$ cat src/rtl/score_keeper.sv
// score_keeper: counts shots and hits per game, holds each result on display, gates shooting, tracks high score.
// Ports: clk, reset (sync, active-high), ena (global enable), start_new_game (level),
//        result_valid/hit (shot result in), shoot_enable/in_play/hit_flash/game_over (status out),
//        score/shots_left/high_score (4-bit counters out).
// Optional feature: define SCORE_STREAK_BONUS_EN to award 2 points for hits on a streak of 3 or more.
module score_keeper #(
    parameter int SHOTS_PER_GAME = 8,
    parameter int HOLD_CYCLES    = 16
) (
    input  logic       clk,
    input  logic       reset,
    input  logic       ena,
    input  logic       start_new_game,
    input  logic       result_valid,
    input  logic       hit,
    output logic       shoot_enable,
    output logic       in_play,
    output logic       hit_flash,
    output logic       game_over,
    output logic [3:0] score,
    output logic [3:0] shots_left,
    output logic [3:0] high_score
);
    typedef enum logic [1:0] {IDLE, PLAY, HOLD, OVER} state_t;
    localparam logic [3:0] SHOTS     = 4'(SHOTS_PER_GAME);
    localparam logic [7:0] HOLD_INIT = 8'(HOLD_CYCLES - 1);
    state_t     r_state, w_state_nxt;
    logic       r_rv_d, r_hit_flash;
    logic [3:0] r_score, r_shots_left, r_high_score;
    logic [7:0] r_hold_cnt;
    logic       w_event, w_shot, w_hold_done;
    logic [1:0] w_inc;
    logic [4:0] w_sum;
`ifdef SCORE_STREAK_BONUS_EN
    logic [3:0] r_streak, w_streak_inc;
    assign w_streak_inc = (r_streak == 4'hF) ? r_streak : r_streak + 4'd1;
    assign w_inc        = (w_streak_inc >= 4'd3) ? 2'd2 : 2'd1;
`else
    assign w_inc = 2'd1;
`endif
    // Rising edge of result_valid, so a held level scores only once.
    assign w_event     = result_valid & ~r_rv_d;
    assign w_shot      = (r_state == PLAY) && w_event;
    assign w_hold_done = (r_state == HOLD) && (r_hold_cnt == 8'd0);
    assign w_sum       = {1'b0, r_score} + {3'b0, w_inc};
    always_ff @(posedge clk) begin
        if (reset)
            r_state <= IDLE;
        else if (ena)
            r_state <= w_state_nxt;
    end
    always_comb begin
        w_state_nxt  = start_new_game ? PLAY :
                       w_shot         ? HOLD :
                       w_hold_done    ? ((r_shots_left == 4'd0) ? OVER : PLAY) :
                       r_state;
        shoot_enable = (r_state == PLAY);
        in_play      = (r_state == PLAY) || (r_state == HOLD);
        game_over    = (r_state == OVER);
    end
    always_ff @(posedge clk) begin
        if (reset) begin
            r_rv_d       <= 1'b0;
            r_hit_flash  <= 1'b0;
            r_score      <= 4'd0;
            r_shots_left <= 4'd0;
            r_high_score <= 4'd0;
            r_hold_cnt   <= 8'd0;
`ifdef SCORE_STREAK_BONUS_EN
            r_streak     <= 4'd0;
`endif
        end else if (ena) begin
            r_rv_d <= result_valid;
            if (start_new_game) begin
                r_score      <= 4'd0;
                r_shots_left <= SHOTS;
                r_hit_flash  <= 1'b0;
`ifdef SCORE_STREAK_BONUS_EN
                r_streak     <= 4'd0;
`endif
            end else if (w_shot) begin
                r_shots_left <= r_shots_left - 4'd1;
                r_hit_flash  <= hit;
                r_hold_cnt   <= HOLD_INIT;
                if (hit)
                    r_score <= w_sum[4] ? 4'hF : w_sum[3:0];
`ifdef SCORE_STREAK_BONUS_EN
                r_streak <= hit ? w_streak_inc : 4'd0;
`endif
            end else if (r_state == HOLD) begin
                if (r_hold_cnt != 8'd0)
                    r_hold_cnt <= r_hold_cnt - 8'd1;
                else begin
                    r_hit_flash <= 1'b0;
                    // Leaving HOLD with no shots left is the HOLD->OVER transition.
                    if (r_shots_left == 4'd0 && r_score > r_high_score)
                        r_high_score <= r_score;
                end
            end
        end
    end
    assign hit_flash  = r_hit_flash;
    assign score      = r_score;
    assign shots_left = r_shots_left;
    assign high_score = r_high_score;
endmodule

$ cat config.mk
export PLATFORM = sky130hd
export DESIGN_NAME = score_keeper
export DESIGN_NICKNAME = d
export VERILOG_FILES = /design/src/rtl/score_keeper.sv
export SDC_FILE = /design/constraint.sdc
export NUM_CORES = 1
export LEC_CHECK = 0
export BUFFER_PORTS_ARGS = -buffer_cell sky130_fd_sc_hd__buf_2
export CAP_MARGIN = 10
export CORE_ASPECT_RATIO = 1.1
export CORE_MARGIN = 4
export CORE_UTILIZATION = 50
export CTS_BUF_LIST = sky130_fd_sc_hd__clkbuf_2 sky130_fd_sc_hd__clkbuf_4 sky130_fd_sc_hd__clkbuf_8
export DETAILED_ROUTE_END_ITERATION = 12
export PLACE_DENSITY = 0.74
export SETUP_SLACK_MARGIN = 0.02
export SLEW_MARGIN = 20
export SYNTH_ARGS = -nofsm -noshare
export SYNTH_HDL_FRONTEND = slang
export SYNTH_SLANG_ARGS = --single-unit
export TNS_END_PERCENT = 1
$ cat constraint.sdc
create_clock -name clk -period 4.7 [get_ports clk]
set_input_delay 0.235 -clock clk [delete_from_list [all_inputs] [get_ports clk]]
set_output_delay 0.235 -clock clk [all_outputs]
set_load 0.01 [all_outputs]
==> flow_summary.json <==
{
  "outcome": "complete, no violations",
  "worstPathBufferInverterCount": 1,
  "cts_setup_buffers": 0,
  "power_frac_clock_pct": 29.3,
  "maxCapViolCount": 0,
  "period_minus_slack_ns": 1.83,
  "clk_pin_slew_ns": 0.13,
  "reg2reg_depth": 6,
  "vdd_drop_max_mv": 0.177,
  "stdcell_count": 215,
  "syn_area_um2": 1410,
  "p_switching_uw": 94.4,
  "seqPwrFrac_pct": 57.8,
  "path_cells": "inv_1, ha_1, nand3b_1, nand4_1, a211oi_4, mux2i_1",
  "vias": 1269,
  "h-tree-depth": 1,
  "worstSetupEndpointType": "flop",
  "whs_path_depth": 3,
  "cpMaxStageDelayCell": "dfxtp_1",
  "timing.final.max_slew_violations": 0,
  "ys_warn_count": 0,
  "n_antenna_cell": 0,
  "path_delay_family": "simple AND/OR/NAND/NOR gates",
  "crit_fanout": 9,
  "finClkSkew_ns": 0.00581,
  "track_usage_pct": 18.3,
  "cts-root-buf": "clkbuf_4",
  "sw_frac_of_total_pct": 25.7,
  "place_inst": 211,
  "setup_slack_ns": 2.87,
  "p_per_area_nw_per_um2": 236,
  "post-dp-hpwl_um": 2390,
  "synth_cells": 166,
  "fp.coreArea_um2": 2590,
  "synth_cell_types": 41,
  "place_ws_ns": 2.89,
  "fin_tns_setup_ns": 0,
  "cp.depth": 6,
  "finalPower_uw": 367,
  "floorplan.initialDensity_pct": 54.6,
  "globalRouteOverflowTotal": 0,
  "worst_slew_pin_slew_ns": 0.546,
  "dieArea_um2": 3740,
  "ys_seq_area_share_pct": 34.0,
  "rsz0062_at_grt": "false",
  "startpoint_type": "flop",
  "slew_headroom_pct": 63.5,
  "synth.net_count": 183,
  "insertion_delay_ns": 0.31,
  "regArea_um2": 480,
  "cts_sinks": 24,
  "dr.pass1.iters": 4,
  "n_fill_cell": 251,
  "ant_nets": 0,
  "min_path_type": "input pin to flop",
  "cp.required_ns": 4.95,
  "cts_inserted_buffers": 3,
  "routedWlPerCell_um": 14.2,
  "grt_pass1_vias": 1249,
  "drt_iter0_markers": 35,
  "port_buffers": 21,
  "cts_resized": 0,
  "grt_pass1_wl_um": 5410,
  "wirelength_um": 3050,
  "antenna_found_initial": 0,
  "pwr-share-comb_pct": 12.8,
  "internal-power_uw": 273,
  "fin_nets": 202,
  "p_leak_nw": 0.630,
  "ys_seq_elements": 24,
  "hold_buffers": 0,
  "hold_viol": 0,
  "place.gp.congestion": 0.852,
  "viasPerCell": 5.90,
  "setup_viol": 0,
  "chipWidth_um": 58.7,
  "arrival_ns": 2.08,
  "area_growth_pct": 10.3,
  "max_freq_mhz": 545,
  "ios": 22,
  "drc": 0,
  "dieHeight_um": 63.8,
  "grt_max_degree": 18,
  "dpl_cell_area_um2": 1520,
  "drive_gt1_share_pct": 17.4,
  "syn-mean-instance-area_um2": 8.52,
  "num_rows": 19,
  "multi_input_area_um2": 846,
  "fin_area_um2": 1560,
  "clockBufferDepth": 2,
  "cts_tree": "yes",
  "min_period_over_period_pct": 39.0,
  "path_class": "flop to flop",
  "max_stage_delay_ns": 0.41
}
path summary, 6_finish.rpt:
kind	startpoint	end	slack [ns]
max	r_state[1]	high_score[0]	2.87
min	result_valid	r_rv_d	0.20
max reg2reg	r_state[1]	high_score[0]	2.87
min reg2reg	r_hold_cnt[1]	r_hold_cnt[1]	0.48
worst min-delay path, cell delays in order:
cell and delay [ns]:
buf_2 0.11, mux2i_1 0.07, nor2_1 0.07
through the flow:
stage / hold WS (ns) / utilization (%)
detailed placement: 0.453 / 58.8
CTS: 0.191 / 60.2
floorplan: 0.382 / -
global route: 0.217 / 60.2
finish: 0.201 / 60.2
global placement: 0.441 / 58.8
registers in the layout, summed over array words and instances, names as in the netlist:
name,flops
high_score,4
hit_flash,1
r_hold_cnt,8
r_rv_d,1
r_state,2
score,4
shots_left,4
layout make-up:
type                            count  area share [%]
Sequential cell                    24            30.8
Timing Repair Buffer               21            6.74
Inverter                           14            3.37
Clock buffer                        4            2.33
Tap cell                           31            2.49
Multi-Input combinational cell    121            54.3
routing by layer:
layer  global-route usage (%)  up-vias  routed length [um]
li1                         -      628                   -
met1                     21.5      586                1290
met2                     31.1       44                1510
met3                     3.42       11                 139
met4                     9.35        0                 106
met5                        0        -                   0
power groups by stage:
| stage | combinational (mW) | sequential, mW | clock [mW] |
|---|---|---|---|
| after floorplan | 0.0352 | 0.217 | 0 |
| after global placement | 0.0463 | 0.216 | 0 |
| after CTS | 0.0474 | 0.212 | 0.112 |
| final | 0.0470 | 0.212 | 0.108 |
| after global routing | 0.0528 | 0.214 | 0.124 |
| after detailed placement | 0.0473 | 0.217 | 0 |
Yosys cell counts, drive strengths merged:
master | count | share of area (%)
a31o | 1 | 0.62
nand4b | 1 | 0.62
a311oi | 1 | 0.62
nor3 | 3 | 1.1
and2b | 1 | 0.53
nor2b | 1 | 0.44
o31ai | 2 | 2.0
a21oi | 12 | 4.2
nand3 | 2 | 0.71
and4b | 1 | 0.71
a31oi | 8 | 3.5
clkbuf | 5 | 1.4
nand2b | 4 | 1.8
nand2 | 22 | 5.8
and3b | 1 | 0.62
mux2i | 8 | 5.7
or3 | 1 | 0.80
nand3b | 3 | 1.6
and3 | 3 | 1.3
nor3b | 1 | 0.53
nor4 | 2 | 0.88
a2111oi | 1 | 1.1
ha | 11 | 9.7
a211oi | 2 | 1.9
o21a | 7 | 3.7
or2 | 1 | 0.44
o2bb2ai | 1 | 0.62
o21ai | 5 | 1.8
inv | 14 | 3.7
nand4 | 3 | 1.3
a2bb2oi | 1 | 0.62
o31a | 1 | 0.71
or4 | 1 | 0.53
nor2 | 6 | 1.6
dfxtp | 24 | 34
a21o | 1 | 0.53
buf | 2 | 1.1
o211ai | 2 | 1.1
cells in the final DEF, fill, tap and decap left out, drive strengths merged, types with 2 or more instances in the layout:
master / n
dfxtp: 24
nand2: 22
buf: 21
inv: 14
a21oi: 12
ha: 11
a31oi: 8
mux2i: 8
o21a: 7
nor2: 6
o21ai: 5
nand2b: 4
clkbuf: 4
nand3b: 3
nand4: 3
and3: 3
nor3: 3
nor4: 2
o211ai: 2
nand3: 2
o31ai: 2
a211oi: 2
cells by family (layout without fill, tap and decap cells):
logic type / after synthesis / count (layout) / share of synthesized area [%]
and+or+nand+nor: 57 / 57 / 21.3
DFF: 24 / 24 / 34.0
buffers and inverters: 21 / 39 / 6.19
AOI/OAI and AO/OA: 45 / 45 / 23.1
adders and majority gates: 11 / 11 / 9.73
muxes: 8 / 8 / 5.66
Note: power is estimated with default switching activity, not from simulation.
